===== src/rtl/memory_access_sequencer.sv =====
// rtl/memory_access_sequencer.sv - load/store mode sequencer in front of the memory controller
// Optional word-store fast path: define MEMORY_SEQUENCER_WORD_STORE_FASTPATH_EN.
module memory_access_sequencer #(
  parameter int READ_LATENCY = 1
) (
  input  logic        clock,
  input  logic        reset,
  input  logic        reqValid,
  output logic        reqReady,
  input  logic        reqIsStore,
  input  logic [2:0]  reqFunct3,
  input  logic [31:0] reqRs1,
  input  logic [31:0] reqRs2,
  input  logic [31:0] reqImmediateI,
  input  logic [31:0] reqImmediateS,
  output logic [1:0]  memoryMode,
  output logic [2:0]  funct3,
  output logic [31:0] rs1,
  output logic [31:0] rs2,
  output logic [31:0] immediateI,
  output logic [31:0] immediateS,
  input  logic [31:0] memoryOutput,
  input  logic        memoryUnalignedAccess,
  input  logic        memoryBadFunct3,
  output logic        rdWriteEnable,
  output logic [31:0] rdValue,
  output logic        accessDone,
  output logic        errorHalt,
  output logic [1:0]  errorCause
);

  localparam logic [1:0] MODE_NOP           = 2'd0;
  localparam logic [1:0] MODE_LOAD          = 2'd1;
  localparam logic [1:0] MODE_STORE_PRELOAD = 2'd2;
  localparam logic [1:0] MODE_STORE         = 2'd3;

  localparam logic [2:0] LOAD_LAST = 3'(READ_LATENCY);
  localparam logic [2:0] PRE_LAST  = 3'(READ_LATENCY - 1);

  typedef enum logic [2:0] {
    S_IDLE,
    S_LOAD_WAIT,
    S_STORE_PRE,
    S_STORE_WRITE,
    S_ERROR
  } state_t;

  state_t      state_q, state_d;
  logic [2:0]  wait_q, wait_d;
  logic [1:0]  mode_q, mode_d;
  logic [2:0]  funct3_q, funct3_d;
  logic [31:0] rs1_q, rs1_d;
  logic [31:0] rs2_q, rs2_d;
  logic [31:0] imm_i_q, imm_i_d;
  logic [31:0] imm_s_q, imm_s_d;
  logic [31:0] rd_value_q, rd_value_d;
  logic        rd_we_q, rd_we_d;
  logic        done_q, done_d;
  logic        halt_q, halt_d;
  logic [1:0]  cause_q, cause_d;
  logic        ready_q, ready_d;
  logic        fault;
  logic        fast_store;

`ifdef MEMORY_SEQUENCER_WORD_STORE_FASTPATH_EN
  // Only the low two address bits matter for word alignment.
  logic [1:0] store_addr_lo;
  assign store_addr_lo = reqRs1[1:0] + reqImmediateS[1:0];
  assign fast_store    = (reqFunct3 == 3'b010) && (store_addr_lo == 2'b00);
`else
  assign fast_store = 1'b0;
`endif

  assign fault = memoryUnalignedAccess || memoryBadFunct3;

  always_comb begin
    state_d    = state_q;
    wait_d     = wait_q;
    funct3_d   = funct3_q;
    rs1_d      = rs1_q;
    rs2_d      = rs2_q;
    imm_i_d    = imm_i_q;
    imm_s_d    = imm_s_q;
    rd_value_d = rd_value_q;
    rd_we_d    = 1'b0;
    done_d     = 1'b0;
    halt_d     = halt_q;
    cause_d    = cause_q;

    case (state_q)
      S_IDLE: begin
        if (reqValid) begin
          funct3_d = reqFunct3;
          rs1_d    = reqRs1;
          rs2_d    = reqRs2;
          imm_i_d  = reqImmediateI;
          imm_s_d  = reqImmediateS;
          wait_d   = 3'd0;
          if (!reqIsStore) state_d = S_LOAD_WAIT;
          else if (fast_store) state_d = S_STORE_WRITE;
          else state_d = S_STORE_PRE;
        end
      end
      S_LOAD_WAIT: begin
        if (fault) begin
          state_d = S_ERROR;
        end else if (wait_q == LOAD_LAST) begin
          rd_value_d = memoryOutput;
          rd_we_d    = 1'b1;
          done_d     = 1'b1;
          state_d    = S_IDLE;
        end else begin
          wait_d = wait_q + 3'd1;
        end
      end
      S_STORE_PRE: begin
        if (fault) state_d = S_ERROR;
        else if (wait_q == PRE_LAST) state_d = S_STORE_WRITE;
        else wait_d = wait_q + 3'd1;
      end
      S_STORE_WRITE: begin
        if (fault) begin
          state_d = S_ERROR;
        end else begin
          done_d  = 1'b1;
          state_d = S_IDLE;
        end
      end
      default: state_d = S_ERROR;
    endcase

    // Cause bits are only merged on the transition into ERROR; flags are ignored afterwards.
    if (state_q != S_ERROR && state_q != S_IDLE && fault) begin
      halt_d  = 1'b1;
      cause_d = cause_q | {memoryBadFunct3, memoryUnalignedAccess};
    end

    case (state_d)
      S_LOAD_WAIT:   mode_d = MODE_LOAD;
      S_STORE_PRE:   mode_d = MODE_STORE_PRELOAD;
      S_STORE_WRITE: mode_d = MODE_STORE;
      default:       mode_d = MODE_NOP;
    endcase
    ready_d = (state_d == S_IDLE);
  end

  always_ff @(posedge clock) begin
    if (reset) begin
      state_q    <= S_IDLE;
      wait_q     <= 3'd0;
      mode_q     <= MODE_NOP;
      funct3_q   <= 3'd0;
      rs1_q      <= 32'd0;
      rs2_q      <= 32'd0;
      imm_i_q    <= 32'd0;
      imm_s_q    <= 32'd0;
      rd_value_q <= 32'd0;
      rd_we_q    <= 1'b0;
      done_q     <= 1'b0;
      halt_q     <= 1'b0;
      cause_q    <= 2'd0;
      ready_q    <= 1'b1;
    end else begin
      state_q    <= state_d;
      wait_q     <= wait_d;
      mode_q     <= mode_d;
      funct3_q   <= funct3_d;
      rs1_q      <= rs1_d;
      rs2_q      <= rs2_d;
      imm_i_q    <= imm_i_d;
      imm_s_q    <= imm_s_d;
      rd_value_q <= rd_value_d;
      rd_we_q    <= rd_we_d;
      done_q     <= done_d;
      halt_q     <= halt_d;
      cause_q    <= cause_d;
      ready_q    <= ready_d;
    end
  end

  assign reqReady      = ready_q;
  assign memoryMode    = mode_q;
  assign funct3        = funct3_q;
  assign rs1           = rs1_q;
  assign rs2           = rs2_q;
  assign immediateI    = imm_i_q;
  assign immediateS    = imm_s_q;
  assign rdWriteEnable = rd_we_q;
  assign rdValue       = rd_value_q;
  assign accessDone    = done_q;
  assign errorHalt     = halt_q;
  assign errorCause    = cause_q;

endmodule


===== config.mk =====
export PLATFORM = sky130hd
export DESIGN_NAME = memory_access_sequencer
export DESIGN_NICKNAME = d
export VERILOG_FILES = /design/src/rtl/memory_access_sequencer.sv
export SDC_FILE = /design/constraint.sdc
export NUM_CORES = 1
export LEC_CHECK = 0
export CORE_MARGIN = 5
export CORE_UTILIZATION = 38
export DETAILED_ROUTE_END_ITERATION = 12
export PLACE_DENSITY = 0.76
export SYNTH_ARGS = -nofsm -noshare
export SYNTH_HDL_FRONTEND = slang
export SYNTH_SLANG_ARGS = --single-unit

===== constraint.sdc =====
create_clock -name clock -period 2.36 [get_ports clock]
set_input_delay 0.472 -clock clock [delete_from_list [all_inputs] [get_ports clock]]
set_output_delay 0.472 -clock clock [all_outputs]
set_load 0.01 [all_outputs]

==> impl_metrics.ini, run 1 <==
[outcome]
run_status = complete, no violations

[cells_and_area]
post_route_cells_drive_above_1_share = 0.0416
diodes = 0
mostFrequentLayoutCell = clkdlybuf4s50_1
layout.cells.non_filler = 1322
multiInputGateArea_um2 = 2390
n_fill_cell = 1361
syn_to_final_growth_pct = 67.1
final-seq-area_um2 = 3540
layout.cells.most_common_list = clkdlybuf4s50_1, nand2_1, dfxtp_1
fin_nets = 1266

[timing]
maxSlewHeadroom = 0.678
rsz0062_at_grt = no
finalMaxSlewViolations = 0
finalWorstPathRequiredPeriod_ns = 1.85
timing.final.setup_violations = 0
period_share = 0.783
report.final.hold_viol_count = 0
setup_tns_ns = 0
hold-worst-slack_ns = 0.451
pin_slew_with_the_least_headroom_to_its_limit_ns = 0.482
clock-skew-final_ns = 0.00994
fmax_mhz = 541

[detailed_routing]
drc_markers = 0
vias_per_cell = 4.70
drt_pass1_iterations = 5
totalWireLength_mm = 20.8
antenna_violating_nets_remaining = 0
via_count_of_the_routed_design = 6220
avgRoutedWirePerCell_um = 15.7
initial_detailed_routing_violation_count = 208

[critical_path]
critPathBufInv = 1
critPathTopFamily = buffers and inverters
cp_cell_sequence = clkdlybuf4s50_1
setup.worst_path.start_class = flop
critical_path.max_stage_delay_ns = 0.62
kind_of_capture_point_of_the_worst_setup_path = output pin
setup.worst_path.class = reg -> out
cp.required_ns = 1.89
max_stage_delay_cell_worst_path = clkdlybuf4s50_1
worst_ep_arrival_time_ns = 1.38
crit_fanout = 2

[yosys]
synth_cell_types = 30
synth.yosys.seq_area_share = 0.571
yosys_register_bits = 177
synth_area_leaders = dfxtp_1, nand2_1, a21oi_1
yosys_warnings = 0
mappedNetlistNets = 953
post_synthesis_cell_type_with_the_largest_combined_area = dfxtp_1
post_synth_inst_count = 781
mappedNetlistArea_um2 = 6210
average_cell_area_after_synthesis_um2 = 7.95
synth_top_cell_area_share = 0.571

[clock_network]
clock_tree.htree_level_count = 4
post-cts-setup-buffers = 0
clock_tree_root_driver_cell = clkbuf_16
tritoncts = yes
cts_buffer_count = 17
resized_cells_post_cts = 0
clock_path_buffers = 2
holdBufCountCts = 0
clk_transition_reported_paths_ns = 0.07
tritoncts_num_sinks = 177
worst_skew_pair.late_latency_ns = 0.42

[grt]
antenna_found_initial = 0
globalRouteOverflowTotal = 0
groute.usage.overall = 0.210
grt_max_degree = 79
grt_first_pass_wirelength_mm = 31.2
vias_in_the_first_global_route = 6066

[placed_design]
hpwlAfterDp_mm = 15.1
port_buffers = 339
gp_routability_congestion = 0.775
placed_cells_incl_taps = 1291

[floorplan]
die_y_um = 138
io_pins = 340
placementRows = 46
coreArea_um2 = 15900
dieArea_um2 = 19000
die_x_um = 138
initial_utilization = 0.389

[pwr]
power_density_nw_per_um2 = 708
power.leakage_nw = 3.78
worst_ir_drop_vdd_mv = 0.450

[hold_path]
min-delay-path-class = reg -> reg

[job]
drv_cap = 0
## logic make-up after synthesis
kind of cell,share of synthesized area
flops,0.571
fa+ha+maj,0.00605
mux,0.00161
compound gates,0.147
buf+inv,0.0435
simple gates,0.231
## power by group
part	total, mW	switching (mW)	internal [mW]
registers	3.28	0.0999	3.18
logic	1.32	0.596	0.725
clock network	2.74	1.18	1.56
## registers in the layout (all words and copies together) (netlist names)
name           count
immediateS        32
errorCause         2
reqReady           1
immediateI        32
accessDone         1
funct3             3
state_q            3
rdWriteEnable      1
memoryMode         2
rdValue           32
wait_q             3
rs2               32
errorHalt          1
rs1               32
## cells in the mapped netlist
cell / instances
o21a_1: 2
nand2_1: 329
inv_1: 4
o21ai_0: 3
o31ai_1: 1
nor4bb_1: 1
and4bb_2: 1
a2111oi_0: 1
nor2_1: 11
buf_4: 4
buf_2: 21
nand2b_1: 1
a31oi_1: 2
nor4_1: 1
nor3_1: 7
nand3b_1: 2
o22a_1: 1
nor2b_1: 1
and2_1: 1
dfxtp_1: 177
or2_2: 1
a21oi_1: 165
mux2i_1: 1
a21boi_0: 1
clkbuf_1: 32
a31o_2: 1
ha_1: 3
nand4_1: 2
or3_1: 3
nor4b_4: 1
## metal layers
metal,track usage,vias to the layer above,share of wire
li1,-,3137,-
met1,0.224,2790,0.37
met2,0.354,256,0.48
met3,0.108,37,0.13
met4,0.0768,0,0.027
met5,0,-,0
## per-stage QoR
step                       util  cell area (um2)  power [mW]  setup slack (ns)
after global routing      0.651            10400        7.69             0.446
final                     0.651            10400        7.34             0.512
after global placement    0.615             9810        4.66             0.370
after floorplan               -             6210        3.87             0.783
after detailed placement  0.615             9810        4.68             0.316
after CTS                 0.651            10400        7.43             0.464
## path summary, 6_finish.rpt
check                 start             end  slack [ns]  depth (start not counted)
max           errorCause[0]   errorCause[0]        0.51                          1
min          immediateS[21]  immediateS[21]        0.45                          2
max reg2reg       wait_q[1]       wait_q[1]        0.63                          6
min reg2reg  immediateS[21]  immediateS[21]        0.45                          2
## final cells by class
class | count | area share
repair buffers | 351 | 0.346
well taps | 216 | 0.0261
multi-input cells | 543 | 0.231
clock inverters | 12 | 0.0128
flip-flops and latches | 177 | 0.342
inverters | 4 | 0.00145
clock buffers | 19 | 0.0417
Power figures use the tool's default switching activity.
==> run 2: changes to the inputs <==
--- a/config.mk
+++ b/config.mk
@@ -6,9 +6,9 @@
 export NUM_CORES = 1
 export LEC_CHECK = 0
 export CORE_MARGIN = 5
-export CORE_UTILIZATION = 38
+export CORE_UTILIZATION = 35
 export DETAILED_ROUTE_END_ITERATION = 12
-export PLACE_DENSITY = 0.76
+export PLACE_DENSITY = 0.73
 export SYNTH_ARGS = -nofsm -noshare
 export SYNTH_HDL_FRONTEND = slang
 export SYNTH_SLANG_ARGS = --single-unit
==> constraint.sdc (replaced) <==
create_clock -name clock -period 1.5 [get_ports clock]
set_input_delay 0.3 -clock clock [delete_from_list [all_inputs] [get_ports clock]]
set_output_delay 0.3 -clock clock [all_outputs]
set_load 0.01 [all_outputs]
==> run 2 against run 1 <==
The flow now finishes with violations (setup timing); global-route usage down 0.62 points; flip-flop and latch count unchanged; utilization fell by 0.087 points; largest power group unchanged; highest routed layer unchanged.
==> impl_metrics.ini, run 2 (synthesis results as in run 1) <==
[placed_design]
detailedPlace.worstSlack_ns = -0.404
gp_routability_congestion = 0.775
hpwlAfterDp_mm = 15.9
port_buffers = 339
placed_cells_incl_taps = 1332

[timing]
finalMaxSlewViolations = 0
rsz0062_at_grt = yes
clock-skew-final_ns = 0.0105
pin_slew_with_the_least_headroom_to_its_limit_ns = 0.446
finalWorstPathRequiredPeriod_ns = 1.59
period_share = 1.06
timing.final.setup_violations = 36
maxSlewHeadroom = 0.695
hold-worst-slack_ns = 0.273
post-route-worst-setup-slack_ns = -0.0928
report.final.hold_viol_count = 0
fmax_mhz = 628

[cells_and_area]
post_route_cells_drive_above_1_share = 0.153
layout.cells.non_filler = 1386
layout.cells.most_common_list = nand2_1, dfxtp_1, dlygate4sd2_1
diodes = 0
mostFrequentLayoutCell = nand2_1
fin_nets = 1321
syn_to_final_growth_pct = 81.7

[outcome]
violations = setup timing
run_status = finished, violations left

[clock_network]
clock_tree.htree_level_count = 4
tritoncts = yes
clock_path_buffers = 2
cts_buffer_count = 17
tritoncts_num_sinks = 177
clock_tree_root_driver_cell = clkbuf_16
clk_transition_reported_paths_ns = 0.07
worst_skew_pair.late_latency_ns = 0.42
holdBufCountCts = 0

[detailed_routing]
avgRoutedWirePerCell_um = 17.1
drt_pass1_iterations = 4
wl_met3_mm = 2.39
highest-signal-layer = met4
route.met2.wl_mm = 12.0
totalWireLength_mm = 23.7
initial_detailed_routing_violation_count = 247
vias_per_cell = 4.77
antenna_violating_nets_remaining = 0
via_count_of_the_routed_design = 6607
drc_markers = 0
met1_length_mm = 8.87

[pwr]
pwr-share-seq = 0.425
worst_ir_drop_vdd_mv = 0.789
power.leakage_nw = 4.93
report.power.total_mw = 12.1
power_density_nw_per_um2 = 1070
comb_power_share = 0.205
clkPwrFrac = 0.371
p_switching_mw = 3.25
swShare = 0.269
intPower_mw = 8.86

[critical_path]
crit_fanout = 3
crit_path_end = wait_q[0]
setup.worst_path.class = reg -> reg
reg2regPathDepth = 6
cp.required_ns = 1.86
setup.worst_path.start_class = flop
launching_instance_or_port_of_the_critical_path = wait_q[1]
critical_path.reg2reg.endpoint = wait_q[0]
reg2reg_setup_slack_ns = -0.09
rr_startpoint = wait_q[1]
kind_of_capture_point_of_the_worst_setup_path = flop
worst_ep_arrival_time_ns = 1.95

[floorplan]
dieArea_um2 = 20500
coreArea_um2 = 17400
die_x_um = 143
die_y_um = 143
initial_utilization = 0.358
placementRows = 48
io_pins = 340

[grt]
antenna_found_initial = 0
grt_max_degree = 53
globalRouteOverflowTotal = 0
vias_in_the_first_global_route = 6147
grt_first_pass_wirelength_mm = 32.7
groute.usage.overall = 0.204

[job]
drv_cap = 0

[hold_path]
min-delay-path-class = in -> reg
## run 2: power by group through the flow
| stage | clock, mW | combinational, mW | sequential [mW] |
|---|---|---|---|
| detailed placement | 0 | 2.30 | 5.26 |
| global placement | 0 | 2.28 | 5.24 |
| floorplan | 0 | 0.710 | 5.38 |
| finish | 4.49 | 2.48 | 5.14 |
| global route | 4.82 | 2.67 | 5.18 |
| CTS | 4.60 | 2.14 | 5.14 |
## run 2: area by class of cell
cell class | count | area [um2]
Clock buffer | 19 | 443
Timing Repair Buffer | 406 | 4140
Inverter | 4 | 15.0
Tap cell | 225 | 282
Fill cell | 1466 | 6080
Clock inverter | 12 | 146
Sequential cell | 177 | 3550
Multi-Input combinational cell | 543 | 2700
## run 2: routing by layer
layer | vias up | GRT usage
met1 | 3046 | 0.223
li1 | 3271 | -
met2 | 261 | 0.358
met3 | 29 | 0.0851
met5 | - | 0
met4 | 0 | 0.0640
## run 2: timing repair
action,in CTS,in global routing
gates resized for setup,186,77
pin swaps,3,14
buffers inserted,1,7
cloned,1,14
endpoints found under the setup margin,183,158
endpoints found under the hold margin,0,0
## run 2: worst max-delay path, cell delays in order (launching register included)
cell      delay, ns
dfxtp_2        0.33
inv_2          0.05
ha_4           0.15
and4bb_2       0.24
or3_4          0.43
nor4_4         0.21
o21a_1         0.12
## run 2: worst min path at each step
stage | start | end | slack, ns | depth (start not counted)
2_1_floorplan | reqFunct3[0] | funct3[0] | 0.44 | 2
3_3_place_gp | rdValue[15] | rdValue[15] | 0.44 | 2
3_5_place_dp | rs2[16] | rs2[16] | 0.45 | 2
4_1_cts | reset | state_q[2] | 0.27 | 2
5_1_grt | reset | state_q[2] | 0.29 | 2
6_report | reset | state_q[2] | 0.27 | 2
## run 2: metrics by stage
| step | cell area (um2) | TNS (ns) | util |
|---|---|---|---|
| after floorplan | 6220 | -0.0554 | - |
| after global placement | 10100 | -38.48 | 0.585 |
| after detailed placement | 10100 | -40.08 | 0.585 |
| after CTS | 10600 | -0.143 | 0.611 |
| after global routing | 11300 | -5.58 | 0.650 |
| final | 11300 | -1.14 | 0.650 |
